===== config.mk =====
export PLATFORM = sky130hd
export DESIGN_NAME = flag_unit
export DESIGN_NICKNAME = d
export VERILOG_FILES = /design/src/rtl/flag_unit.sv
export SDC_FILE = /design/constraint.sdc
export NUM_CORES = 1
export LEC_CHECK = 0
export ABC_AREA = 0
export CAP_MARGIN = 0
export CORE_MARGIN = 10
export CORE_UTILIZATION = 27
export CTS_CLUSTER_DIAMETER = 60
export DETAILED_ROUTE_END_ITERATION = 7
export PLACE_DENSITY = 0.74
export SKIP_LAST_GASP = 1
export SLEW_MARGIN = 30
export SYNTH_ARGS = -nofsm -noshare
export SYNTH_HDL_FRONTEND = slang
export SYNTH_SLANG_ARGS = --single-unit

===== constraint.sdc =====
create_clock -name i_clk -period 1.7 [get_ports i_clk]
set_clock_uncertainty 0.05 [all_clocks]
set_input_delay 0.34 -clock i_clk [delete_from_list [all_inputs] [get_ports i_clk]]
set_output_delay 0.34 -clock i_clk [all_outputs]
set_load 0.01 [all_outputs]

===== src/rtl/flag_unit.sv =====
// flag_unit: producer of the {carry,zero,sign} branch-flag vector.
// Captures flags from flag-setting ALU ops, tracks one outstanding op and
// stalls conditional branches in decode while flags are stale.
// Optional feature macro: FLAG_FORWARD_EN (forward fresh flags in the done cycle).
module flag_unit #(
  parameter int DATA_W = 32,
  parameter int CNT_W  = 8
) (
  input  logic              i_clk,
  input  logic              i_rst,
  input  logic              i_alu_start,
  input  logic              i_alu_done,
  input  logic [DATA_W-1:0] i_alu_result,
  input  logic              i_alu_carry,
  input  logic [2:0]        i_condition,
  output logic [2:0]        o_flags,
  output logic              o_flags_valid,
  output logic              o_branch_stall,
  output logic              o_proto_err,
  output logic [CNT_W-1:0]  o_upd_count
);

  typedef enum logic {IDLE = 1'b0, PENDING = 1'b1} state_t;

  state_t           r_state;
  state_t           w_state_nxt;
  logic [2:0]       r_flags;
  logic             r_proto_err;
  logic [CNT_W-1:0] r_upd_count;

  logic [2:0]       w_new_flags;
  logic             w_accept;
  logic             w_perr_set;
  logic             w_is_branch;

  // A done only counts when an op is actually outstanding.
  assign w_accept    = (r_state == PENDING) && i_alu_done;
  assign w_new_flags = {i_alu_carry, (i_alu_result == '0), i_alu_result[DATA_W-1]};
  // Conditions 001..101 are the real branches; 000/110/111 never wait on flags.
  assign w_is_branch = (i_condition >= 3'd1) && (i_condition <= 3'd5);

  // Violations: done with nothing outstanding, or a second start while pending.
  assign w_perr_set  = ((r_state == IDLE) && i_alu_done) ||
                       ((r_state == PENDING) && i_alu_start && !i_alu_done);

  // State register.
  always_ff @(posedge i_clk) begin
    if (i_rst) r_state <= IDLE;
    else       r_state <= w_state_nxt;
  end

  // Next-state logic: a start always leaves/keeps us pending; an accepted done
  // without a new start returns to idle. A start during pending is ignored.
  always_comb begin
    w_state_nxt = r_state;
    case (r_state)
      IDLE:    if (i_alu_start) w_state_nxt = PENDING;
      PENDING: if (i_alu_done && !i_alu_start) w_state_nxt = IDLE;
      default: w_state_nxt = IDLE;
    endcase
  end

  // Flag register, update counter and sticky protocol error.
  always_ff @(posedge i_clk) begin
    if (i_rst) begin
      r_flags     <= 3'b000;
      r_upd_count <= '0;
      r_proto_err <= 1'b0;
    end else begin
      if (w_accept) begin
        r_flags     <= w_new_flags;
        r_upd_count <= r_upd_count + 1'b1;
      end
      if (w_perr_set) r_proto_err <= 1'b1;
    end
  end

  // Output logic: flags, validity and branch stall.
  always_comb begin
    o_flags        = r_flags;
    o_flags_valid  = (r_state == IDLE);
    o_branch_stall = (r_state == PENDING) && w_is_branch;
`ifdef FLAG_FORWARD_EN
    // Fresh flags are known in the done cycle, so release the branch one cycle early.
    if (w_accept) begin
      o_flags        = w_new_flags;
      o_flags_valid  = 1'b1;
      o_branch_stall = 1'b0;
    end
`endif
  end

  assign o_proto_err = r_proto_err;
  assign o_upd_count = r_upd_count;

endmodule


* Yosys cells after proc, flatten, opt, wreduce, memory -nomap -nowiden
Cells that the tools add are included.
** Operators by class
- Add/sub/neg operators :: 1
- $lt $le $gt $ge :: 2
- Multiplexer cells :: 3
- Bitwise gates (word level) :: 1
- Reduce and logical (&&, ||, !) cells :: 11
** Operators by type and width (count)
- 32-bit logical NOT :: 1
- 8-bit by 1-bit adder with 8-bit output (second input constant) :: 1
- 1-bit logical AND :: 7
- 3-bit by 1-bit greater-or-equal comparator with 1-bit output (second input constant) :: 1
- 3-bit <= comparator (second input constant) :: 1
- 1-bit logical NOT :: 2
- 1-bit 2-to-1 mux :: 2
- 1-bit one-hot mux with 2 select lines :: 1
- 1-bit logical OR :: 1
- 1-bit NOT :: 1
** Word-level totals
- Bits in registers :: 13
- Output and inout port bits :: 14
- Word-level logic and storage cells :: 22

* Longest topological paths before layout
Gate-level depths: netlist (run 1).
- Depth after elaboration :: 4
- Mapped depth :: 5

* Least setup slack after synthesis (run 1)
No wires, ideal clock.
- Path type :: input-to-reg
- Start :: input port i_alu_result[11]
- End :: register r_flags[1] (netlist: o_flags[1])
- Library setup time :: 84 ps
- Arrival :: 1513 ps
- Setup slack :: 53 ps
- Stages on the path :: 3
- Path buffers :: 0
- Cells stage by stage :: or4_1 -> or4_1 -> o31ai_2
** Between the ends
- Word-level cells in the longest chain between the ends :: 1
** RTL lines
- start: declaration :: line 13 : input logic [DATA_W-1:0] i_alu_result,
- 32-bit logical NOT :: line 38 : assign w_new_flags = {i_alu_carry, (i_alu_result == '0), i_alu_result[DATA_W-1]};
- end signal: assignment :: line 71 : r_flags <= w_new_flags;
- end: declaration :: line 27 : logic [2:0] r_flags;
Every way passes these cells.
A chain may end at the register's enable or synchronous reset.

* Final worst setup path (run 1)
- Start :: register r_upd_count[5] (netlist: o_upd_count[5])
- End :: output port o_upd_count[5]
** RTL lines
- start: declaration :: line 29 : logic [CNT_W-1:0] r_upd_count;
- start signal: assignment :: line 72 : r_upd_count <= r_upd_count + 1'b1;
- end: declaration :: line 20 : output logic [CNT_W-1:0] o_upd_count
No word-level cell between the ends.

==> summary.md, run 1 <==
| Metric | Value |
|---|---|
| Outcome | completed |
| Drt drc | 0 |
| CP max stage delay | 0.57 ns |
| Avg Cell Area, Syn | 8.12 sq um |
| TritonCTS clock tree | done |
| RePlAce Congestion | 0.700 |
| Max-cap violations | 0 |
| Largest net degree at the start of global routing | 14 |
| Simple-Gate Fraction of Synth Area | 32.7% |
| Hold slack final | 0.390 ns |
| RSZ-0062 raised after global routing | no |
| Iter 0 DRT Violations | 37 |
| Top cells by count, synth | 13 x dfxtp_1, 10 x a21oi_1, 7 x nand3_1 |
| HPWL Detailed | 2020 microns |
| Most common cell in the netlist | dfxtp_1 |
| CP required | 1.31 ns |
| Chip height | 67.8 microns |
| Period utilisation layout | 95.9% |
| Post-synthesis adder-cell area fraction | 2.03% |
| Row count | 17 |
| Worst R2R Setup Slack | 0.26 ns |
| Worst Path Buf+Inv | 1 |
| Startpoint type of the worst setup path | flop |
| WP data arrival | 1.24 ns |
| Fmax achieved | 0.614 GHz |
| Full die area | 4600 sq um |
| Yosys warnings | 0 |
| DR WL/cell | 14.3 microns |
| Root Buffer | clkbuf_4 |
| Main combinational cell family by area after synthesis | simple AND/OR/NAND/NOR gates |
| Cells after Synth | 76 |
| Setup Total Neg Slack | 0 ns |
| Ordered list of cells on the worst path | clkdlybuf4s50_1 |
| Total clock sinks | 13 |
| Hold Buf Count CTS | 0 |
| # port buffers | 53 |
| Drt first pass iters | 5 |
| Post-Syn Area | 617 sq um |
| Layout cell share with drive strength beyond 1 | 11.1% |
| Fin. Hold Viols | 0 |
| H-tree depth | 1 |
| Synth top area share | 42.2% |
| # setup viols final | 0 |
| CTS max path bufs | 2 |
| Tot Pwr | 660 uW |
| Initial Utilization | 28.2% |
| Maximum fanout along the worst path | 5 |
| Antenna Diode Count | 0 |
| Yosys cell types | 21 |
| Hold Path Class | in -> reg |
| Sequential element share of the synthesized area | 42.2% |
| DP Worst Slack | -0.393 ns |
| Number of flops mapped to enable cells by yosys | 0 |
| DR vias/cell | 4.86 |
| CP endpoint kind | primary output |
| Compound-Gate Fraction of Synth Area | 16.2% |
| Area Growth Syn to Fin | 102% |
| Number of synthesized register bits | 13 |
| Routed WL | 2320 microns |
| Final Util | 56.8% |
| Number of global-route vias before repair | 781 |
| Max IR drop VDD | 0.362 mV |
| PnR worst setup slack | 0.0701 ns |
| Most common flop cell mapped by yosys | dfxtp_1 |
| Initial antenna violation count | 0 |
| Mux contribution to synthesized area | 0% |
| GR Util All Layers | 9.72% |
| Tightest Pin Transition | 0.271 ns |
| Vias | 792 |
| CP max stage cell | clkdlybuf4s50_1 |
| Worst-path clk slew | 0.08 ns |
| Worst-Skew Late Latency | 0.27 ns |
| Routed Antenna Nets | 0 |
| IO Count | 54 |
| Power per standard cell area | 530 nW/um^2 |
| Mapped Nets | 117 |
| Final slew viol count | 0 |
| Core area | 2190 sq um |
| Total global routing overflow | 0 |
| Number of cells on the critical path | 1 |
| Min Clock Period, post-route | 1.63 ns |
| R2R depth | 4 |
| Max-slew headroom | 81.7% |
| Ys async rst share | 0% |
| Die width | 67.8 microns |
| Synth area leader | dfxtp_1 |
| First-pass GRT wire length | 3510 microns |
| Xor-xnor portion of the synthesized cell area | 2.84% |
| Cell family with most CP delay | buffers and inverters |
| LEAKAGE | 0.458 nW |
| Hold depth | 4 |
| Clock buffer count from CTS | 3 |
| Top post-synthesis cells by area | dfxtp_1 42%, a21oi_1 8.1%, nor4_1 6.1% |
| Final nets | 177 |
| Critical path type | reg -> out |
==> stage by stage <==
| step | cell area, sq um | instances |
|---|---|---|
| final | 1240 | 163 |
| after CTS | 1230 | 163 |
| after floorplan | 617 | 76 |
| after global routing | 1240 | 163 |
| after global placement | 1210 | 159 |
| after detailed placement | 1210 | 159 |
==> routing by layer <==
metal / vias up / GRT usage, % / wire length [microns]
met3: 2 / 5.45 / 212
met2: 24 / 17.1 / 1280
met4: 0 / 2.26 / 12
met1: 362 / 9.79 / 815
li1: 404 / - / -
met5: - / 0 / 0
==> sequential cells by signal, indices dropped and copies added, names as in the netlist <==
name and count:
o_upd_count 8, o_flags 3, o_proto_err 1, r_state 1
==> cell families (layout without fill, tap and decap cells) <==
| kind of cell | after synthesis | count (layout) |
|---|---|---|
| compound gates | 17 | 17 |
| xor+xnor | 2 | 2 |
| fa+ha+maj | 1 | 1 |
| buf+inv | 6 | 65 |
| flops | 13 | 13 |
| simple gates | 37 | 37 |
==> path summary, 6_finish.rpt <==
path	to	startpoint
worst min register to register	o_flags[2]	o_flags[2]
worst max register to register	o_upd_count[5]	r_state
worst max-delay path	o_upd_count[5]	o_upd_count[5]
worst min-delay path	o_flags[1]	i_alu_result[11]
==> cells in the final DEF (no fill, tap or decap), drive strengths merged <==
master	synthesis	routed
nand3	7	7
ha	1	1
clkdlybuf4s50	0	45
nor2b	1	1
nor3	2	2
nor4	6	6
dlymetal6s2s	0	4
a21oi	10	10
or4	4	4
dfxtp	13	13
xor2	2	2
o31ai	3	3
dlygate4sd2	0	3
nor2	4	4
o21ai	3	3
inv	2	2
nand4	3	3
a211oi	1	1
or3	3	3
nand3b	1	1
buf	0	7
nand2	6	6
clkbuf	4	4
==> timing repair <==
item | 4_1_cts | 5_1_grt
gates resized for setup | 9 | 7
setup buffers | 0 | 0
pin swaps | 3 | 4
setup endpoints to repair | 2 | 6
==> power by group <==
part	total (mW)	internal [mW]	switching, mW
Combinational	0.149	0.105	0.0440
Sequential	0.318	0.312	0.00560
Clock	0.193	0.0910	0.102
==> final cells by class <==
| class | count | area (sq um) |
|---|---|---|
| fillers | 201 | 946 |
| repair buffers | 59 | 577 |
| multi-input cells | 57 | 335 |
| flip-flops and latches | 13 | 264 |
| well taps | 28 | 35.0 |
| clock buffers | 4 | 26.3 |
| inverters | 2 | 7.51 |
Power figures use the tool's default switching activity.
==> run 2, diff against run 1 <==
- CORE_ASPECT_RATIO: default -> 0.75
==> summary.md, run 2 (synthesis results as in run 1) <==
| Metric | Value |
|---|---|
| Period utilisation layout | 97.9% |
| LEAKAGE | 0.422 nW |
| Hold depth | 2 |
| RePlAce Congestion | 0.737 |
| Hold Buf Count CTS | 0 |
| Tot Pwr | 662 uW |
| # setup viols final | 0 |
| Row count | 14 |
| CP endpoint kind | flop |
| Worst Path Buf+Inv | 1 |
| Startpoint type of the worst setup path | input pin |
| Tightest Pin Transition | 0.294 ns |
| Power per standard cell area | 542 nW/um^2 |
| DP Area | 1200 sq um |
| GR Util All Layers | 9.98% |
| Layout cell share with drive strength beyond 1 | 10.4% |
| Fin. Hold Viols | 0 |
| Design area | 1220 sq um |
| Max-cap violations | 0 |
| Total global routing overflow | 0 |
| Min Clock Period, post-route | 1.66 ns |
| WP data arrival | 1.82 ns |
| Full die area | 4620 sq um |
| DR WL/cell | 16.0 microns |
| Placed insts | 154 |
| Setup Total Neg Slack | 0 ns |
| Antenna Diode Count | 0 |
| Final slew viol count | 0 |
| CP required | 1.85 ns |
| Core area | 2080 sq um |
| H-tree depth | 1 |
| CTS max path bufs | 2 |
| Worst-path clk slew | 0.08 ns |
| Critical path type | in -> reg |
| Commonest non-fill, non-tap cell in the layout | clkdlybuf4s50_1 |
| Iter 0 DRT Violations | 66 |
| Fmax achieved | 0.601 GHz |
| HPWL Detailed | 2150 microns |
| Worst-Skew Late Latency | 0.28 ns |
| Chip height | 61.4 microns |
| Final nets | 176 |
| Area Growth Syn to Fin | 98.2% |
| CP max stage cell | or4_4 |
| Vias | 785 |
| Die width | 75.2 microns |
| CP max stage delay | 0.52 ns |
| Hold Path Class | reg -> reg |
| Worst R2R Setup Slack | 0.27 ns |
| R2R Path Start | r_state |
| Number of global-route vias before repair | 733 |
| # port buffers | 53 |
| R2R depth | 4 |
| Max reg flops | 8 |
| Hold Startpoint | o_flags[0] |
| Finished Layout Cells | 158 |
| Root Buffer | clkbuf_4 |
| Largest net degree at the start of global routing | 14 |
| DR vias/cell | 4.97 |
| TritonCTS clock tree | done |
| Max-slew headroom | 80.2% |
| Commonest non-fill, non-tap cells in the layout | 49 x clkdlybuf4s50_1, 10 x a21oi_1, 10 x dfxtp_1 |
| Routed Antenna Nets | 0 |
| Initial antenna violation count | 0 |
| Routed WL | 2530 microns |
| RSZ-0062 raised after global routing | no |
| Post-CTS setup buffer count | 0 |
| Reg-to-reg critical path endpoint | o_upd_count[5] |
| Min-Delay Endpoint | o_flags[0] |
| Cell family with most CP delay | simple AND/OR/NAND/NOR gates |
| Net Sw Frac | 23.3% |
| Outcome | completed |
| Clock buffer count from CTS | 3 |
| IO Count | 54 |
| Maximum fanout along the worst path | 1 |
| Max IR drop VDD | 0.300 mV |
| Drt drc | 0 |
| Initial Utilization | 29.6% |
| Sequential share of power | 47.9% |
| P_int | 508 uW |
| First-pass GRT wire length | 3560 microns |
| Ordered list of cells on the worst path | clkdlybuf4s50_1 > or4_1 > or4_4 > o31ai_2 |
| Clock power frac | 29.5% |
| Comb power frac | 22.5% |
| P_sw | 154 uW |
| Drt first pass iters | 4 |
| Total clock sinks | 13 |
run 2: changes by cell type in the layout (fill, tap and decap cells not counted), sizes merged:
cell,before,now
clkdlybuf4s50,45,49
dlymetal6s2s,4,0
buf,7,6
run 2: worst max path at each step:
stage / from / endpoint / slack (ns) / cells past startpoint
2_1_floorplan: i_alu_result[11] / o_flags[1] / 0.05 / 3
3_3_place_gp: i_alu_result[11] / o_flags[1] / -0.36 / 4
3_5_place_dp: i_alu_result[11] / o_flags[1] / -0.39 / 4
4_1_cts: o_upd_count[4] / o_upd_count[4] / 0.01 / 1
5_1_grt: o_upd_count[1] / o_upd_count[1] / 0.01 / 1
6_report: i_alu_result[11] / o_flags[1] / 0.04 / 4
run 2: power groups by stage:
| stage | combinational (mW) | clock [mW] | sequential [mW] |
|---|---|---|---|
| CTS | 0.150 | 0.208 | 0.317 |
| detailed placement | 0.153 | 0 | 0.324 |
| global placement | 0.150 | 0 | 0.324 |
| global route | 0.159 | 0.212 | 0.318 |
| finish | 0.149 | 0.195 | 0.317 |
| floorplan | 0.0303 | 0 | 0.326 |
run 2: final cells by class:
cell class                 instances  area, sq um
fill                             194          862
inverter                           2         7.51
timing repair buffer              58          559
multi-input combinational         57          335
tap                               24         30.0
sequential                        13          264
clock buffer                       4         26.3
run 2: what timing repair did:
item	4_1_cts	5_1_grt
pin swaps	3	0
endpoints found under the setup margin	3	2
resized for setup	10	2
run 2: through the flow:
stage / setup slack [ns] / hold slack [ns] / util, %
after global placement: -0.360 / 0.394 / 57.4
after detailed placement: -0.385 / 0.396 / 57.4
after CTS: 0.0114 / 0.408 / 58.5
after floorplan: 0.0529 / 0.359 / -
final: 0.0355 / 0.407 / 58.6
after global routing: 0.0109 / 0.420 / 58.6
run 2: worst register-to-register path, stage by stage, from the launching register on:
cell and delay (ns):
dfxtp_1 0.33, buf_4 0.14, nand2_1 0.17, or4_1 0.54, a21oi_1 0.14
run 2: metal layers:
| layer | global-route usage (%) | up-vias | wire length, microns |
|---|---|---|---|
| met5 | 0 | - | 0 |
| met4 | 1.58 | 0 | 11 |
| met3 | 4.02 | 2 | 134 |
| met2 | 17.2 | 21 | 1370 |
| met1 | 11.7 | 357 | 1020 |
| li1 | - | 405 | - |
==> RTL change 1: new RTL, flow settings as in run 1 <==
`DATA_W`: 32 -> 64.
--- a/src/rtl/flag_unit.sv
+++ b/src/rtl/flag_unit.sv
@@ -5,3 +5,3 @@
 module flag_unit #(
-  parameter int DATA_W = 32,
+  parameter int DATA_W = 64,
   parameter int CNT_W  = 8
Interface: changed (resized i_alu_result); port bits go from 54 to 86. The function was not compared with the original's and may differ.
==> RTL change 1 against run 1 <==
  * Final cell count is 25% higher
  * Area after synthesis increased by 10%
  * Sequential cell count did not move
  * Cell area grew 27%
  * Register-to-register slack better by 0.32 ns
  * Power rose by 9.3%
  * Wire length is 37% higher
  * Worst setup slack lost 0.0067 ns
  * Critical endpoint is now o_upd_count[3]
==> RTL change 1: results (changes against run 1) <==
Final nets 247 (+40%); grt met2 use 0.2286 (+0.05724); 1st-pass router iterations 2 (-3); Final WS setup 0.06348 ns (-0.006667 ns); met2 wire length 1571 um (+22%); Synth area leaders dfxtp_1 38%, nor4_1 14%, xor2_1 7.7%; Starting DRT DRC Count 47 (+27%); commonest cells in the netlist 15 x nor4_1, 13 x dfxtp_1, 12 x nand2_1; synth unique cells 20 (-4.8%); Mapped Nets 158 (+35%); Clk power 182 uW (-6%); Place WS -0.3542 ns (+0.03855 ns); Hold Crit Start o_flags[0]; DP HPWL 2983 um (+48%); gp weighted congestion 0.7301 (+4.3%); GR Util met1 0.08796 (-0.009992); Port Buffers 85 (+60%); Hold EP o_flags[0]; sequential area share after synthesis 0.3831 (-0.03885); status completed; Via density 4.842 (-0.34%); Met3 Routed Length 633 um (+200%); Max-slew headroom 0.8216 (+0.004228); maximum vdd drop 0.3469 mV (-4.3%); combinational fraction of design power 0.309 (+0.083); Critical R2R Launch o_upd_count[0]; CP startpoint o_upd_count[3]
==> RTL change 1: changes by cell type after synthesis, sizes merged, moves of 4 or more <==
cell	before	now
nor4	6	15
nor2	4	11
nand2	6	12
a21oi	10	5
nand3	7	2
or4	4	0
xor2	2	6
==> RTL change 1: timing repair <==
action                     in CTS  in global routing
setup buffers                   0                  0
gates resized for setup         4                  2
setup endpoints to repair       1                  2
pin swaps                       0                  0
gates cloned                    0                  0
==> RTL change 1: area by class of cell <==
cell class / instances / share of cell area
repair buffers: 86 / 0.5411
multi-input cells: 69 / 0.2508
flip-flops and latches: 13 / 0.1653
well taps: 30 / 0.02373
clock buffers: 4 / 0.01661
inverters: 1 / 0.002373
==> RTL change 1: metrics by stage <==
step / utilization / hold WS (ns) / instance area, um^2 / total power, mW / std cells
after CTS: 0.6487 / 0.4138 / 1578 / 0.7352 / 203
final: 0.6502 / 0.4087 / 1582 / 0.7219 / 203
after global routing: 0.6502 / 0.4399 / 1582 / 0.7634 / 203
after floorplan: - / 0.3591 / 679.4 / 0.3608 / 85
after detailed placement: 0.6399 / 0.4064 / 1556 / 0.5518 / 199
after global placement: 0.6399 / 0.3954 / 1556 / 0.5469 / 199
==> RTL change 1: tightest hold or removal path, cell delays in order, from the launching register on <==
cell	delay, ns
dfxtp_1	0.31
nand2_1	0.05
a21oi_1	0.05
==> RTL change 1: cells by family (layout without fill, tap and decap cells) <==
logic type      count (synthesis)  in the layout  synth area share
buf+inv                         3             91           0.03313
simple gates                   54             54            0.4162
xor+xnor                        7              7           0.09024
flops                          13             13            0.3831
fa+ha+maj                       1              1           0.01841
compound gates                  7              7           0.05893
==> RTL change 2: new RTL, settings of run 1 <==
Made on the original files. Reset style: asynchronous (`i_rst`), changed in 2 clocked blocks.
--- a/src/rtl/flag_unit.sv
+++ b/src/rtl/flag_unit.sv
@@ -46,3 +46,3 @@
   // State register.
-  always_ff @(posedge i_clk) begin
+  always_ff @(posedge i_clk or posedge i_rst) begin
     if (i_rst) r_state <= IDLE;
@@ -63,3 +63,3 @@
   // Flag register, update counter and sticky protocol error.
-  always_ff @(posedge i_clk) begin
+  always_ff @(posedge i_clk or posedge i_rst) begin
     if (i_rst) begin
Function: differs if i_rst is asserted again (counterexample within 4 cycles, from zero or initial values and one cycle with i_rst high); with i_rst held inactive, the same outputs for 10 cycles.
==> RTL change 2 against run 1 <==
  * Sequential share of layout area is 4.9 points higher
  * Critical path depth unchanged
  * Wire length fell by 3.1%
  * Sequential cell count unchanged
  * Area after synthesis rose by 3.7%
  * Register-to-register slack gained 0.32 ns
  * Fmax fell by 0.76%
  * Cell area up 0.10%
  * Worst setup slack got worse by 0.012 ns
  * Critical endpoint is now o_upd_count[2]
  * Highest routed layer unchanged
Power is not compared: it rests on default switching activity, and its combinational part moved more than twofold at a synthesized area within 25%.
==> RTL change 2: results (changes against run 1) <==
post-DR wirelength/cell 15.11 um (+6.0%); Total Routing Usage GR 0.1000 (+0.002819); synth unique cells 17 (-19%); Critical R2R Launch o_upd_count[0]; most frequently used flop master after synthesis dfrtp_1; CTS buffer count 3 (unchanged); Adder-Cell Fraction of Synth Area 0.01957 (-0.0007145); sequential area share after synthesis 0.5088 (+0.08690); crit path to o_upd_count[2]; share of layout cells above drive strength 1 0.09917 (-0.01194); CP startpoint o_upd_count[2]; async set-reset flop share out of synthesis 1.000 (+1.000); fill cell count 208 (+3.5%); Synth area leaders dfrtp_1 51%, xnor2_1 9.6%, nand2_1 8.2%; Mapped Nets 102 (-13%); wire length of the first global-routing pass 3491 um (-0.40%); via count 710 (-10%); Reg2Reg Setup Slack 0.58 ns (+0.32 ns); DP HPWL 2022 um (+0.17%); Max-slew headroom 0.6607 (-0.1567); status completed; gp weighted congestion 0.6610 (-5.6%); 1st-pass router iterations 4 (-1); complex-gate fraction of the synthesized area 0.05088 (-0.1114); Hold Path Class in -> async; Final nets 163 (-7.9%); Post-Synth XOR/XNOR Area 0.09589 (+0.06749); Starting DRT DRC Count 11 (-70%); Worst Reg2Reg Path Length in Cells 4 (unchanged); commonest cells in the netlist 14 x nand2_1, 13 x dfrtp_1, 7 x xnor2_1; Cell Area, Synth 639.4 um^2 (+3.7%)
==> RTL change 2: power by group <==
group	leakage [nW]	total (mW)	internal, mW	switching (mW)
logic	0.340	0.458	0.289	0.170
clock network	0.0150	0.184	0.0907	0.0930
registers	0.161	0.460	0.384	0.0760
==> RTL change 2: cell type report <==
type                            instances  area, um^2  area share
Sequential cell                        13       325.3      0.2610
Clock buffer                            4       26.28     0.02108
Timing Repair Buffer                   57       556.8      0.4468
Inverter                                2       7.507    0.006024
Tap cell                               28       35.03     0.02811
Multi-Input combinational cell         45       295.3      0.2369
==> RTL change 2: worst min path at each step <==
stage | from | endpoint | cells after the start
after global placement | o_upd_count[7] | o_upd_count[7] | 1
after detailed placement | o_upd_count[7] | o_upd_count[7] | 1
after CTS | i_rst | o_flags[0] | 2
after global routing | i_rst | o_flags[0] | 2
final | i_rst | o_flags[0] | 2
after floorplan | i_rst | o_flags[0] | 1
==> RTL change 2: what timing repair did <==
action / 4_1_cts / 5_1_grt
gates resized for setup: 2 / 5
gates cloned: 0 / 0
endpoints found under the setup margin: 2 / 3
setup buffers: 0 / 1
==> RTL change 2: layer usage <==
| layer | part of all wire | GRT usage | vias up |
|---|---|---|---|
| li1 | - | - | 343 |
| met1 | 0.35 | 0.08651 | 317 |
| met2 | 0.40 | 0.1429 | 48 |
| met3 | 0.24 | 0.1127 | 2 |
| met5 | 0 | 0 | - |
| met4 | 0.0076 | 0.04523 | 0 |
==> RTL change 2: metrics by stage <==
stage	cells	total power, mW	worst slack [ns]	area (um^2)	hold slack (ns)
after CTS	148	1.106	-0.09301	1240	0.3592
after global placement	144	0.9042	-0.3517	1216	0.4098
after global routing	149	1.174	-0.0002046	1246	0.3729
after detailed placement	144	0.9209	-0.3681	1216	0.4168
after floorplan	61	0.6207	0.5382	639.4	0.1670
final	149	1.102	0.05774	1246	0.3499
==> RTL change 2: cell families (layout without fill, tap and decap cells) <==
group,Yosys count,in the layout
compound gates,5,5
xor+xnor,7,7
fa+ha+maj,1,1
buf+inv,3,63
flops,13,13
simple gates,32,32
